### src/rtl/rvm_shift_seq_if.sv
// Request/response bundle for the iterative shift/rotate unit.
// The master is the issuing core FSM; the slave is rvm_shift_seq.
interface rvm_shift_seq_if #(
    parameter int XLEN = 32
) ();
    localparam int SW = $clog2(XLEN);

    logic            in_valid;
    logic            in_ready;
    logic [2:0]      op;
    logic [XLEN-1:0] lhs;
    logic [SW-1:0]   rhs;
    logic            flush;
    logic            out_valid;
    logic            out_ready;
    logic [XLEN-1:0] result;
    logic            busy;

    modport master (
        output in_valid, op, lhs, rhs, flush, out_ready,
        input  in_ready, out_valid, result, busy
    );

    modport slave (
        input  in_valid, op, lhs, rhs, flush, out_ready,
        output in_ready, out_valid, result, busy
    );
endinterface

### src/rtl/rvm_shift_seq.sv
// Iterative shift/rotate unit: moves the operand by at most STEP bit
// positions per clock until the requested amount is consumed, then holds
// the result under a valid/ready handshake until the consumer takes it.
module rvm_shift_seq #(
    parameter int XLEN = 32,
    parameter int STEP = 1
) (
    input  logic           clk,
    input  logic           resetn,
    rvm_shift_seq_if.slave bus
);
    localparam int SW = $clog2(XLEN);
    // One extra bit so that STEP == XLEN is representable.
    localparam logic [SW:0] STEP_K = (SW+1)'(STEP);
    localparam logic [SW:0] XLEN_K = (SW+1)'(XLEN);

    localparam logic [2:0] OP_SLL = 3'b001;
    localparam logic [2:0] OP_SRL = 3'b010;
    localparam logic [2:0] OP_SRA = 3'b011;
    localparam logic [2:0] OP_ROL = 3'b100;
    localparam logic [2:0] OP_ROR = 3'b101;

    typedef enum logic [1:0] {
        ST_IDLE = 2'd0,
        ST_BUSY = 2'd1,
        ST_DONE = 2'd2
    } state_t;

    state_t          state_r, state_nxt_s;
    logic [XLEN-1:0] work_r, work_nxt_s;
    logic [SW-1:0]   cnt_r, cnt_nxt_s;
    logic [2:0]      op_r, op_nxt_s;
    logic            sign_r, sign_nxt_s;
    logic [XLEN-1:0] result_r, result_nxt_s;
    logic            out_valid_r;
    logic            busy_r;

    logic [SW:0]     step_s;
    logic [SW:0]     wrap_s;
    logic [XLEN-1:0] shifted_s;
    logic            final_s;
    logic            is_shift_s;

    assign bus.in_ready  = (state_r == ST_IDLE);
    assign bus.out_valid = out_valid_r;
    assign bus.result    = result_r;
    assign bus.busy      = busy_r;

    assign is_shift_s = (bus.op >= OP_SLL) && (bus.op <= OP_ROR);

    // One datapath step: k = min(STEP, remaining) applied to the working register.
    always_comb begin
        step_s    = STEP_K;
        shifted_s = work_r;
        if ({1'b0, cnt_r} < STEP_K) begin
            step_s = {1'b0, cnt_r};
        end else begin
            step_s = STEP_K;
        end
        final_s = ({1'b0, cnt_r} <= STEP_K);
        // Rotate complement amount; k never reaches XLEN because n <= XLEN-1.
        wrap_s  = XLEN_K - step_s;
        case (op_r)
            OP_SLL:  shifted_s = work_r << step_s;
            OP_SRL:  shifted_s = work_r >> step_s;
            // Sign comes from the operand captured at accept, not the working register.
            OP_SRA:  shifted_s = (work_r >> step_s) |
                                 (sign_r ? ~({XLEN{1'b1}} >> step_s) : {XLEN{1'b0}});
            OP_ROL:  shifted_s = (work_r << step_s) | (work_r >> wrap_s);
            OP_ROR:  shifted_s = (work_r >> step_s) | (work_r << wrap_s);
            default: shifted_s = work_r;
        endcase
    end

    // Next-state and next-datapath decode; flush overrides every state.
    always_comb begin
        state_nxt_s  = state_r;
        work_nxt_s   = work_r;
        cnt_nxt_s    = cnt_r;
        op_nxt_s     = op_r;
        sign_nxt_s   = sign_r;
        result_nxt_s = result_r;
        if (bus.flush) begin
            state_nxt_s = ST_IDLE;
        end else begin
            case (state_r)
                ST_IDLE: begin
                    if (bus.in_valid) begin
                        if (is_shift_s && (bus.rhs != {SW{1'b0}})) begin
                            state_nxt_s = ST_BUSY;
                            work_nxt_s  = bus.lhs;
                            cnt_nxt_s   = bus.rhs;
                            op_nxt_s    = bus.op;
                            sign_nxt_s  = bus.lhs[XLEN-1];
                        end else begin
                            // Zero amount passes the operand through; NOP yields zero.
                            state_nxt_s  = ST_DONE;
                            result_nxt_s = is_shift_s ? bus.lhs : {XLEN{1'b0}};
                        end
                    end else begin
                        state_nxt_s = ST_IDLE;
                    end
                end
                ST_BUSY: begin
                    work_nxt_s = shifted_s;
                    cnt_nxt_s  = cnt_r - step_s[SW-1:0];
                    if (final_s) begin
                        state_nxt_s  = ST_DONE;
                        result_nxt_s = shifted_s;
                    end else begin
                        state_nxt_s = ST_BUSY;
                    end
                end
                ST_DONE: begin
                    if (bus.out_ready) begin
                        state_nxt_s = ST_IDLE;
                    end else begin
                        state_nxt_s = ST_DONE;
                    end
                end
                default: begin
                    state_nxt_s = ST_IDLE;
                end
            endcase
        end
    end

    // State, datapath and registered status outputs.
    always_ff @(posedge clk or negedge resetn) begin
        if (!resetn) begin
            state_r     <= ST_IDLE;
            work_r      <= {XLEN{1'b0}};
            cnt_r       <= {SW{1'b0}};
            op_r        <= 3'b000;
            sign_r      <= 1'b0;
            result_r    <= {XLEN{1'b0}};
            out_valid_r <= 1'b0;
            busy_r      <= 1'b0;
        end else begin
            state_r     <= state_nxt_s;
            work_r      <= work_nxt_s;
            cnt_r       <= cnt_nxt_s;
            op_r        <= op_nxt_s;
            sign_r      <= sign_nxt_s;
            result_r    <= result_nxt_s;
            out_valid_r <= (state_nxt_s == ST_DONE);
            busy_r      <= (state_nxt_s != ST_IDLE);
        end
    end
endmodule

### src/flat_wrapper.sv
// flat-port wrapper written by rule: the top's interface ports become plain ports
module rvm_shift_seq_flat 
#(
    parameter int XLEN = 32,
    parameter int STEP = 1
)
  (clk, resetn, bus_in_valid, bus_op, bus_lhs, bus_rhs, bus_flush, bus_out_ready, bus_in_ready, bus_out_valid, bus_result, bus_busy);
  rvm_shift_seq_if #(.XLEN(XLEN)) bus_i ();
  input  logic clk;
  input  logic resetn;
  input wire logic [$bits(bus_i.in_valid)-1:0] bus_in_valid;
  input wire logic [$bits(bus_i.op)-1:0] bus_op;
  input wire logic [$bits(bus_i.lhs)-1:0] bus_lhs;
  input wire logic [$bits(bus_i.rhs)-1:0] bus_rhs;
  input wire logic [$bits(bus_i.flush)-1:0] bus_flush;
  input wire logic [$bits(bus_i.out_ready)-1:0] bus_out_ready;
  output wire logic [$bits(bus_i.in_ready)-1:0] bus_in_ready;
  output wire logic [$bits(bus_i.out_valid)-1:0] bus_out_valid;
  output wire logic [$bits(bus_i.result)-1:0] bus_result;
  output wire logic [$bits(bus_i.busy)-1:0] bus_busy;
  assign bus_i.in_valid = bus_in_valid;
  assign bus_i.op = bus_op;
  assign bus_i.lhs = bus_lhs;
  assign bus_i.rhs = bus_rhs;
  assign bus_i.flush = bus_flush;
  assign bus_i.out_ready = bus_out_ready;
  assign bus_in_ready = bus_i.in_ready;
  assign bus_out_valid = bus_i.out_valid;
  assign bus_result = bus_i.result;
  assign bus_busy = bus_i.busy;
  rvm_shift_seq #(.XLEN(XLEN), .STEP(STEP)) u_core (.clk(clk), .resetn(resetn), .bus(bus_i));
endmodule
### config.mk
export PLATFORM = sky130hd
export DESIGN_NAME = rvm_shift_seq_flat
export DESIGN_NICKNAME = d
export VERILOG_FILES = /design/src/rtl/rvm_shift_seq_if.sv /design/src/rtl/rvm_shift_seq.sv /design/src/flat_wrapper.sv
export SDC_FILE = /design/constraint.sdc
export NUM_CORES = 1
export LEC_CHECK = 0
export ABC_AREA = 1
export CORE_MARGIN = 4
export CORE_UTILIZATION = 42
export DETAILED_ROUTE_END_ITERATION = 10
export GPL_TIMING_DRIVEN = 0
export PLACE_DENSITY = 0.66
export SYNTH_ARGS = -nofsm -noshare
export SYNTH_HDL_FRONTEND = slang
export SYNTH_SLANG_ARGS = --single-unit
### constraint.sdc
create_clock -name clk -period 2.9 [get_ports clk]
set_input_delay 0.29 -clock clk [delete_from_list [all_inputs] [get_ports clk]]
set_output_delay 0.29 -clock clk [all_outputs]
set_load 0.01 [all_outputs]
==> results of run 1 <==
## cell usage in the layout, fill, tap and decap left out, types with 6 or more instances in the layout
cell type,Yosys,routed
clkdlybuf4s50_1,0,78
o211ai_1,11,11
a31oi_1,45,45
a22oi_1,14,14
nand3_1,97,94
buf_4,7,23
nor2_1,94,91
clkbuf_16,0,11
inv_2,5,7
nand4_1,15,15
buf_2,17,16
o21ai_0,35,31
o21ai_1,19,19
inv_1,71,68
a21oi_1,127,124
nand2_1,235,231
clkbuf_1,28,24
dfrtp_1,77,76
nor2_2,4,6
nand2_2,11,13
## through the flow
step / power, W / util / hold slack, ps / TNS [ps]
final: 0.007846 / 0.5485 / 411.0 / 0
after global routing: 0.008233 / 0.5485 / 454.4 / 0
after CTS: 0.007599 / 0.5437 / 426.5 / -2.635
after detailed placement: 0.006269 / 0.5034 / 238.5 / -49270
after global placement: 0.006280 / 0.5017 / 507.5 / -144550
after floorplan: 0.004445 / - / -5.591 / 0
## critical path, delay by kind of cell, from the launching register on
kind | cells | cell delay [ps]
flops | 1 | 410
simple gates | 6 | 1270
fa+ha+maj | 1 | 140
compound gates | 3 | 560
buf+inv | 3 | 380
## flip-flops by register name, summed over array words and instances, names as in the netlist
| signal | count |
|---|---|
| u_core.bus.result | 32 |
| u_core.work_r | 32 |
| u_core.cnt_r | 5 |
| u_core.op_r | 3 |
| u_core.state_r | 2 |
| u_core.bus.busy | 1 |
| u_core.bus.out_valid | 1 |
| u_core.sign_r | 1 |
## worst paths after layout
| path | startpoint | end | slack, ps | cells past startpoint |
|---|---|---|---|---|
| max in group asynchronous | resetn | u_core.bus.result[14]$_DFFE_PN0P_ | 1890 | 3 |
| setup reg to reg | u_core.cnt_r[4]$_DFFE_PN0P_ | u_core.work_r[7]$_DFFE_PN0P_ | 60 | 13 |
| hold / removal | resetn | u_core.bus.busy$_DFF_PN0_ | 410 | 2 |
| setup / recovery | u_core.cnt_r[4]$_DFFE_PN0P_ | u_core.work_r[7]$_DFFE_PN0P_ | 60 | 13 |
| min in group clk | bus_rhs[1] | u_core.cnt_r[1]$_DFFE_PN0P_ | 530 | 3 |
| hold reg to reg | u_core.bus.result[23]$_DFFE_PN0P_ | u_core.bus.result[23]$_DFFE_PN0P_ | 530 | 2 |
## where the power goes
| group | internal (W) | total (W) | switching [W] |
|---|---|---|---|
| Clock | 0.000675 | 0.00118 | 0.000500 |
| Combinational | 0.00167 | 0.00485 | 0.00318 |
| Sequential | 0.00152 | 0.00182 | 0.000299 |
## area by class of cell
class                           count  area [um2]
Clock buffer                       10       229.0
Tap cell                          184       230.2
Fill cell                        1502        6563
Buffer                             59       397.9
Multi-Input combinational cell    758        3849
Clock inverter                      6       68.82
Inverter                           79       304.0
Timing Repair Buffer               99       964.7
Sequential cell                    77        1928
## what timing repair did
| action | in CTS | in global routing |
|---|---|---|
| gates cloned | 0 | 0 |
| hold buffers | 1 | 0 |
| pin swaps | 12 | 11 |
| resized for setup | 50 | 9 |
| setup endpoints to repair | 64 | 60 |
| hold endpoints to repair | 27 | 0 |
| buffers inserted | 11 | 7 |
## synth_stat cells, drive strengths merged
cell	count	area share
o211ai	11	0.013
nor4	1	0.0010
clkinv	3	0.0018
o21a	2	0.0024
nor3	7	0.0064
a211oi	5	0.0060
a21oi	128	0.10
a31oi	45	0.045
a22o	1	0.0014
dfrtp	77	0.31
inv	76	0.046
or2	1	0.0010
o21bai	1	0.0012
nand3b	1	0.0012
buf	33	0.031
ha	5	0.010
nand2	246	0.15
a22oi	14	0.017
conb	2	0.0012
clkbuf	28	0.017
o22ai	3	0.0030
and2	1	0.0010
o2111ai	4	0.0056
nand3	101	0.087
nor2	102	0.069
o221ai	1	0.0014
nand4	15	0.015
a311oi	2	0.0028
xor2	2	0.0028
a31o	1	0.0014
o21ai	54	0.043
## layer usage
metal	vias to the layer above	routed length (um)
met5	-	0
met4	0	1976
met3	132	3511
met2	560	12780
met1	3734	12530
li1	3549	-
## kinds of logic after synthesis
kind of cell,Yosys count,synth area share
AOI/OAI and AO/OA,272,0.2472
other,2,0.001205
and+or+nand+nor,475,0.3341
xor gates and xnor gates,2,0.002810
DFF,77,0.3091
buffers and inverters,140,0.09552
adders and majority gates,5,0.01003
==> results by group, run 1 <==
Setup path
  – Worst path arrival time: 3110 ps
  – WP data required: around 3200 ps
  – Crit path cell chain: nor2_4, nand2_2, nor2_4, buf_8, buf_8, ha_4, buf_4, nand2_1, nor2_2, nand3_1, o2111ai_1, o211ai_1, a22oi_1
  – Critical path class: register to register
  – Largest stage delay on the critical path: between 500 and 600 ps
  – Critical path's slowest cell: nor2_2
  – Setup crit start kind: register
  – CP max FO: 9
  – CP endpoint kind: register

Global route
  – Largest net degree at the start of global routing: 51
  – M3 GR Usage: 0.09333
  – Global routing usage on met1: 0.5045
  – GR Util met2: 0.5311
  – Vias in the first global route: around 7400
  – First-pass GRT wire length: between 40000 and 50000 um
  – Busiest layer in global routing: met2
  – Total Routing Usage GR: 0.3663
  – Initial antenna violation count: 0
  – GRT overflow: 0

Power
  – Peak supply drop: ~0.53 mV
  – PwrDens: 984.3 mW/mm2
  – Leak pwr: approximately 3.6 nW

Timing
  – Setup Skew: between 7 and 8 ps
  – Final setup vio count: 0
  – Final worst-path cycle share: 0.9797
  – Worst Max-Slew Pin Slew: around 870 ps
  – RSZ-0062 raised after global routing: no
  – Final WS setup: 58.98 ps
  – Hold Vio Cnt, Final: 0
  – Final Max Slew Viols: 0
  – Fmax: ~350 MHz
  – Slew headroom: 0.4220
  – Final min period: about 2800 ps

Floorplanning
  – Die Area: ~0.017 mm2
  – Initial Util: 0.4290
  – Die Width: 129.8 um
  – Rows: 44
  – Top Ports: 80
  – Core area: 0.01453 mm2
  – Die height: 129.8 um

Place
  – Place WS: -984.7 ps
  – HPWL Detailed: between 20000 and 25000 um
  – Placer Congestion: approximately 1.1
  – Inst Count DP: ~1200
  – PortBufs: between 70 and 80
  – Placed cell area: ~0.0073 mm2

Yosys
  – Syn Inst Count: ~970
  – Mapped Area: 0.006235 mm2
  – Post-synth cell types: 44
  – Sequential area share after synthesis: 0.3091
  – Yosys synthesis warning count: 0
  – Seq cells post-synth: 77
  – Syn Area/Cell: 6.408 um2

Finish
  – Nets: 1133
  – N_diodes: 0
  – Share of layout cells above drive strength 1: 0.1167
  – Layout overhead on the synthesized area: 27.85%
  – Non-Filler Instances: between 1000 and 1500
  – Design area: 0.007971 mm2

Clock network
  – Num CTS Buffers: 9
  – Clock slew at reported path FFs: around 70 ps
  – CTS tree: built
  – Root buf cell: clkbuf_16
  – # H-tree levels: 3
  – Clk buf depth: 2
  – Clock Latency Late Sink: around 360 ps
  – Clock tree sinks: between 70 and 80

Routing
  – Antenna viol nets, final: 0
  – Avg Vias per Cell: 6.270
  – DRC Markers: 0
  – First-iteration detailed-routing DRC count: around 1200
  – WL final: between 30000 and 40000 um
  – Vias: between 7000 and 8000
  – DR WL/cell: ~24 um
  – Length of the first detailed-routing pass in iterations: 5

Outcome
  – Status: completed

Run
  – Max-cap violations: 0

Min path
  – Hold Path Class: input pin to async pin
Power figures use the tool's default switching activity.
==> inputs of run 2 (changes only) <==
CORE_MARGIN = 2   (was 4)
==> run 2 against run 1 <==
Compared with the run above: routed wire length fell by 0.90%; largest power group unchanged; highest routed layer unchanged; via count fell by 0.19%; sequential share of layout area fell by 0.11 points; critical path depth rose by 2; clock skew rose by 0.82 ps; die area fell by 6.1%; largest cell class unchanged; final cell count barely moved.
==> results by group, run 2 (synthesis results as in run 1) <==
Floorplanning
  – Rows: 44 (unchanged)
  – Initial Util: 0.4290 (unchanged)
  – Core area: 0.01453 mm2 (unchanged)
  – Die Width: 125.8 um (-3.1%)
  – Die Area: 0.01584 mm2 (-6.1%)
  – Die height: 125.8 um (-3.1%)
  – Top Ports: 80 (unchanged)

Clock network
  – Clock tree sinks: 77 (unchanged)
  – Root buf cell: clkbuf_16
  – Num CTS Buffers: 9 (unchanged)
  – Clock Latency Late Sink: 360 ps (about the same)
  – Clock slew at reported path FFs: 70 ps (about the same)
  – Clk buf depth: 2 (unchanged)
  – # H-tree levels: 3 (unchanged)
  – CTS tree: built

Place
  – Placer Congestion: 1.122 (-1.0%)
  – Place WS: -982.7 ps (+1.975 ps)
  – HPWL Detailed: 22900 um (-1.8%)
  – PortBufs: 79 (unchanged)

Finish
  – Commonest non-fill, non-tap cell in the layout: nand2_1
  – Fill cells: 1472 (-2.0%)
  – Most frequent cells in the layout: 229 x nand2_1, 122 x a21oi_1, 93 x nand3_1, 90 x nor2_1, 78 x clkdlybuf4s50_1
  – N_diodes: 0 (unchanged)
  – Nets: 1133 (unchanged)
  – Layout overhead on the synthesized area: 28.44%
  – Final Core Density: 0.5510 (+0.002496)
  – Share of layout cells above drive strength 1: 0.1251 (+0.008387)

Routing
  – Length of the first detailed-routing pass in iterations: 6 (+1)
  – DR WL/cell: 24.01 um (-0.82%)
  – WL final: 30520 um (-0.90%)
  – Vias: 7960 (-0.19%)
  – First-iteration detailed-routing DRC count: 1174 (+0.26%)
  – Antenna viol nets, final: 0 (unchanged)
  – Avg Vias per Cell: 6.263 (-0.11%)
  – DRC Markers: 0 (unchanged)

Global route
  – Largest net degree at the start of global routing: 51 (unchanged)
  – First-pass GRT wire length: 45270 um (-0.77%)
  – Vias in the first global route: 7364 (-0.93%)
  – Total Routing Usage GR: 0.3791 (+0.01275)
  – GRT overflow: 0 (unchanged)
  – Initial antenna violation count: 0 (unchanged)

Timing
  – Final setup vio count: 0 (unchanged)
  – Final WS setup: 33.69 ps (-25.28 ps)
  – Worst Max-Slew Pin Slew: 877.8 ps (+10.86 ps)
  – Final Max Slew Viols: 0 (unchanged)
  – Hold Vio Cnt, Final: 0 (unchanged)
  – RSZ-0062 raised after global routing: yes
  – Slew headroom: 0.4148 (-0.007238)
  – Final min period: 2866 ps (+25.28 ps)
  – Setup Skew: 8.186 ps (+0.8155 ps)
  – Final worst-path cycle share: 0.9884 (+0.008719)
  – Fmax: 348.9 MHz (-0.88%)

Setup path
  – CP endpoint kind: register
  – R2r setup slk: 30 ps (-30 ps)
  – Setup crit start kind: register
  – Worst path arrival time: 3130 ps (+20 ps)
  – WP data required: 3160 ps (about the same)
  – CP max FO: 10 (+1)
  – Critical path class: register to register

Power
  – Leak pwr: 3.611 nW (-0.38%)
  – Peak supply drop: 0.4342 mV (-17%)
  – PwrDens: 983.2 mW/mm2 (-0.11%)

Outcome
  – Status: completed

Run
  – Max-cap violations: 0 (unchanged)

Min path
  – Hold Path Class: input pin to async pin
-- run 2: power breakdown --
part | total (W) | switching, W | internal, W | leakage [nW]
clock network | 0.00119 | 0.000503 | 0.000689 | 0.145
registers | 0.00182 | 0.000298 | 0.00152 | 0.874
logic | 0.00486 | 0.00321 | 0.00165 | 2.59
-- run 2: repair_timing --
item	CTS	global route
pin swaps	13	9
endpoints found under the hold margin	27	0
endpoints found under the setup margin	64	40
setup buffers	11	5
gates resized for setup	47	20
hold buffers	1	0
-- run 2: stage by stage --
step	instances	power (W)	area (um2)	setup TNS (ps)	hold WS [ps]
after global placement	1238	0.006275	7292	-140330	503.9
after detailed placement	1239	0.006279	7317	-46870	245.2
after CTS	1266	0.007602	7914	0	411.6
final	1271	0.007873	8008	0	421.8
after global routing	1271	0.008224	8008	-24.70	460.5
after floorplan	975	0.004445	6271	0	-5.591
-- run 2: layout make-up --
class | instances | area [um2] | share of cell area
well taps | 184 | 230.2 | 0.02875
clock buffers | 10 | 239.0 | 0.02984
repair buffers | 97 | 949.7 | 0.1186
flip-flops and latches | 77 | 1928 | 0.2408
multi-input cells | 758 | 3865 | 0.4827
clock inverters | 5 | 60.06 | 0.007500
plain buffers | 61 | 427.9 | 0.05344
inverters | 79 | 307.8 | 0.03844
-- run 2: worst max-delay path, cell delays in order, from the launching register on --
cell,delay (ps)
dfrtp_2,440
nor2_4,100
nand2_2,80
nor2_4,140
buf_8,120
buf_12,100
ha_4,190
buf_2,180
buf_2,250
o21ai_1,500
nand2_1,140
nand2_1,100
nand2_2,100
nand2_1,130
nand2_1,80
a22oi_1,140
-- run 2: final timing paths --
| kind | startpoint | endpoint | depth (start not counted) |
|---|---|---|---|
| max reg2reg | u_core.cnt_r[1]$_DFFE_PN0P_ | u_core.work_r[28]$_DFFE_PN0P_ | 15 |
| max in group asynchronous | resetn | u_core.bus.result[15]$_DFFE_PN0P_ | 3 |
| max | u_core.cnt_r[1]$_DFFE_PN0P_ | u_core.work_r[28]$_DFFE_PN0P_ | 15 |
| min in group clk | u_core.bus.result[12]$_DFFE_PN0P_ | u_core.bus.result[12]$_DFFE_PN0P_ | 2 |
| min | resetn | u_core.work_r[27]$_DFFE_PN0P_ | 2 |
| min reg2reg | u_core.bus.result[12]$_DFFE_PN0P_ | u_core.bus.result[12]$_DFFE_PN0P_ | 2 |
-- run 2: layer usage --
layer | track usage | vias up | wire length, um
met3 | 0.09516 | 136 | 3551
met1 | 0.5159 | 3714 | 12230
li1 | - | 3541 | -
met2 | 0.5548 | 569 | 12840
met5 | 0 | - | 0
met4 | 0.2023 | 0 | 1893
==> inputs of run 3 (changes only) <==
PLACE_DENSITY = default   (was 0.66)
clock period = 3.4 ns   (was 2.9 ns; I/O delays follow)
==> run 3 against run 2 <==
Compared with the run above: sequential share of layout area up 0.58 points; combinational power decreased by 17%; global-route usage down 0.98 points; final cell count decreased by 0.47%; worst hold slack improved by 31 ps; clock skew about the same; largest cell class unchanged; largest power group unchanged.
==> results by group, run 3 (synthesis results as in run 1) <==
Floorplanning
  – Initial Util: 0.4290 (unchanged)
  – Core area: 0.01453 mm2 (unchanged)
  – Die height: 125.8 um (unchanged)
  – Die Width: 125.8 um (unchanged)
  – Top Ports: 80 (unchanged)
  – Rows: 44 (unchanged)
  – Die Area: 0.01584 mm2 (unchanged)

Setup path
  – CP endpoint kind: register
  – Worst path arrival time: 3510 ps (+380 ps)
  – Critical path class: register to register
  – WP data required: 3600 ps (+440 ps)
  – CP max FO: 10 (unchanged)
  – Setup crit start kind: register

Place
  – Placed cell area: 0.007288 mm2 (-0.39%)
  – HPWL Detailed: 22600 um (-1.3%)
  – PortBufs: 79 (unchanged)
  – Placer Congestion: 1.133 (+0.94%)

Timing
  – RSZ-0062 raised after global routing: no
  – Slew headroom: 0.4310 (+0.01622)
  – Final worst-path cycle share: 0.9736 (-0.01480)
  – Final Max Slew Viols: 0 (unchanged)
  – Hold Vio Cnt, Final: 0 (unchanged)
  – Worst Max-Slew Pin Slew: 853.5 ps (-24.34 ps)
  – Final setup TNS: 0 ps (unchanged)
  – Fmax: 302.1 MHz (-13%)
  – Setup Skew: 7.782 ps (-0.4043 ps)
  – Final setup vio count: 0 (unchanged)
  – Final min period: 3310 ps (+443.9 ps)

Clock network
  – Clk buf depth: 2 (unchanged)
  – CTS tree: built
  – # H-tree levels: 3 (unchanged)
  – Num CTS Buffers: 9 (unchanged)
  – Root buf cell: clkbuf_16
  – Clock tree sinks: 77 (unchanged)
  – Clock Latency Late Sink: 350 ps (about the same)
  – Clock slew at reported path FFs: 60 ps (about the same)

Global route
  – Largest net degree at the start of global routing: 51 (unchanged)
  – First-pass GRT wire length: 44360 um (-2.0%)
  – GRT overflow: 0 (unchanged)
  – Initial antenna violation count: 0 (unchanged)
  – Total Routing Usage GR: 0.3693 (-0.009784)
  – Vias in the first global route: 7387 (+0.31%)

Finish
  – Design area: 0.007819 mm2 (-2.4%)
  – Fill cells: 1502 (+2.0%)
  – Nets: 1125 (-0.71%)
  – Multi-input logic area: 0.003770 mm2 (-2.5%)
  – Final Core Density: 0.5380 (-0.01300)
  – Commonest non-fill, non-tap cell in the layout: nand2_1
  – FF+latch area: 0.001928 mm2 (unchanged)
  – Share of layout cells above drive strength 1: 0.09352 (-0.03160)
  – Layout overhead on the synthesized area: 25.41%
  – Most frequent cells in the layout: 234 x nand2_1, 127 x a21oi_1, 97 x nand3_1, 93 x nor2_1, 78 x clkdlybuf4s50_1

Power
  – PwrDens: 857.5 mW/mm2 (-13%)
  – Leak pwr: 3.556 nW (-1.5%)
  – Peak supply drop: 0.4316 mV (-0.60%)

Outcome
  – Status: completed

Run
  – Max-cap violations: 0 (unchanged)

Routing
  – Vias: 7865 (-1.2%)
  – WL final: 29450 um (-3.5%)
  – Antenna viol nets, final: 0 (unchanged)
  – DRC Markers: 0 (unchanged)
  – First-iteration detailed-routing DRC count: 1118 (-4.8%)
  – Length of the first detailed-routing pass in iterations: 6 (unchanged)
  – DR WL/cell: 23.28 um (-3.0%)
  – Avg Vias per Cell: 6.217 (-0.72%)

Min path
  – Hold Path Class: input pin to async pin
run 3: cell count changes in the layout (fill, tap and decap cells not counted), moves of 3 or more:
cell     delta
a21oi_1     +5
nor2_1      +3
nand2_1     +5
buf_2       -3
buf_4       -6
nand3_2     -4
nand2_2     -5
nor2_2      -3
a21oi_2     -5
nand3_1     +4
buf_1       +3
run 3: what timing repair did:
action	in CTS	in global routing
gates resized for setup	32	9
pin swaps	3	4
endpoints found under the setup margin	64	55
hold buffers	1	0
endpoints found under the hold margin	27	0
buffers inserted	2	6
run 3: per-stage QoR:
| stage | std cells | hold WS [ps] | power (W) | setup slack [ps] |
|---|---|---|---|---|
| final | 1265 | 452.7 | 0.006705 | 89.82 |
| after detailed placement | 1239 | 298.2 | 0.005316 | -794.2 |
| after global routing | 1264 | 494.8 | 0.007029 | 14.60 |
| after global placement | 1238 | 507.2 | 0.005329 | -887.4 |
| after CTS | 1258 | 467.9 | 0.006503 | -4.005 |
| after floorplan | 975 | 44.41 | 0.003784 | 327.8 |
run 3: power by group:
group	leakage (nW)	switching (W)	internal, W	total, W
clock network	0.164	0.000409	0.000722	0.00113
registers	0.874	0.000255	0.00130	0.00155
logic	2.52	0.00266	0.00136	0.00402
total	3.56	0.00333	0.00338	0.00670
run 3: cell type report:
cell class              instances  share of cell area
well taps                     184             0.02944
plain buffers                  61             0.04609
repair buffers                 89              0.1133
clock inverters                 5             0.01376
clock buffers                  11             0.02976
inverters                      79             0.03857
flip-flops and latches         77              0.2466
multi-input cells             758              0.4822
diodes                          1           0.0003201
run 3: routing by layer:
layer	vias to the layer above	routed length, um	part of all wire	track usage
li1	3528	-	-	-
met1	3610	12070	0.41	0.5121
met2	587	12290	0.42	0.5326
met3	140	3141	0.11	0.07774
met4	0	1953	0.066	0.2140
met5	-	0	0	0
run 3: worst paths after layout:
check | from | to | slack, ps | cells after the start
setup / recovery | u_core.cnt_r[1]$_DFFE_PN0P_ | u_core.work_r[28]$_DFFE_PN0P_ | 90 | 19
hold / removal | resetn | u_core.bus.result[27]$_DFFE_PN0P_ | 450 | 2
setup reg to reg | u_core.cnt_r[1]$_DFFE_PN0P_ | u_core.work_r[28]$_DFFE_PN0P_ | 90 | 19
hold reg to reg | u_core.bus.result[28]$_DFFE_PN0P_ | u_core.bus.result[28]$_DFFE_PN0P_ | 530 | 2
max in group asynchronous | resetn | u_core.cnt_r[1]$_DFFE_PN0P_ | 2350 | 3
min in group clk | u_core.bus.result[28]$_DFFE_PN0P_ | u_core.bus.result[28]$_DFFE_PN0P_ | 530 | 2
run 3: worst max-delay path, cell delays in order, from the launching register on:
cell and delay (ps):
dfrtp_2 440, nor2_4 130, nand2_2 90, nor2_4 150, buf_8 130, buf_8 140
ha_4 170, clkinvlp_4 130, buf_6 180, ha_1 290, buf_4 190, nor2_4 190
buf_8 180, o21ai_0 90, o21ai_1 170, nor2_1 100, nand2_1 130, nand2_1 80
nand2_1 90, a22oi_1 70
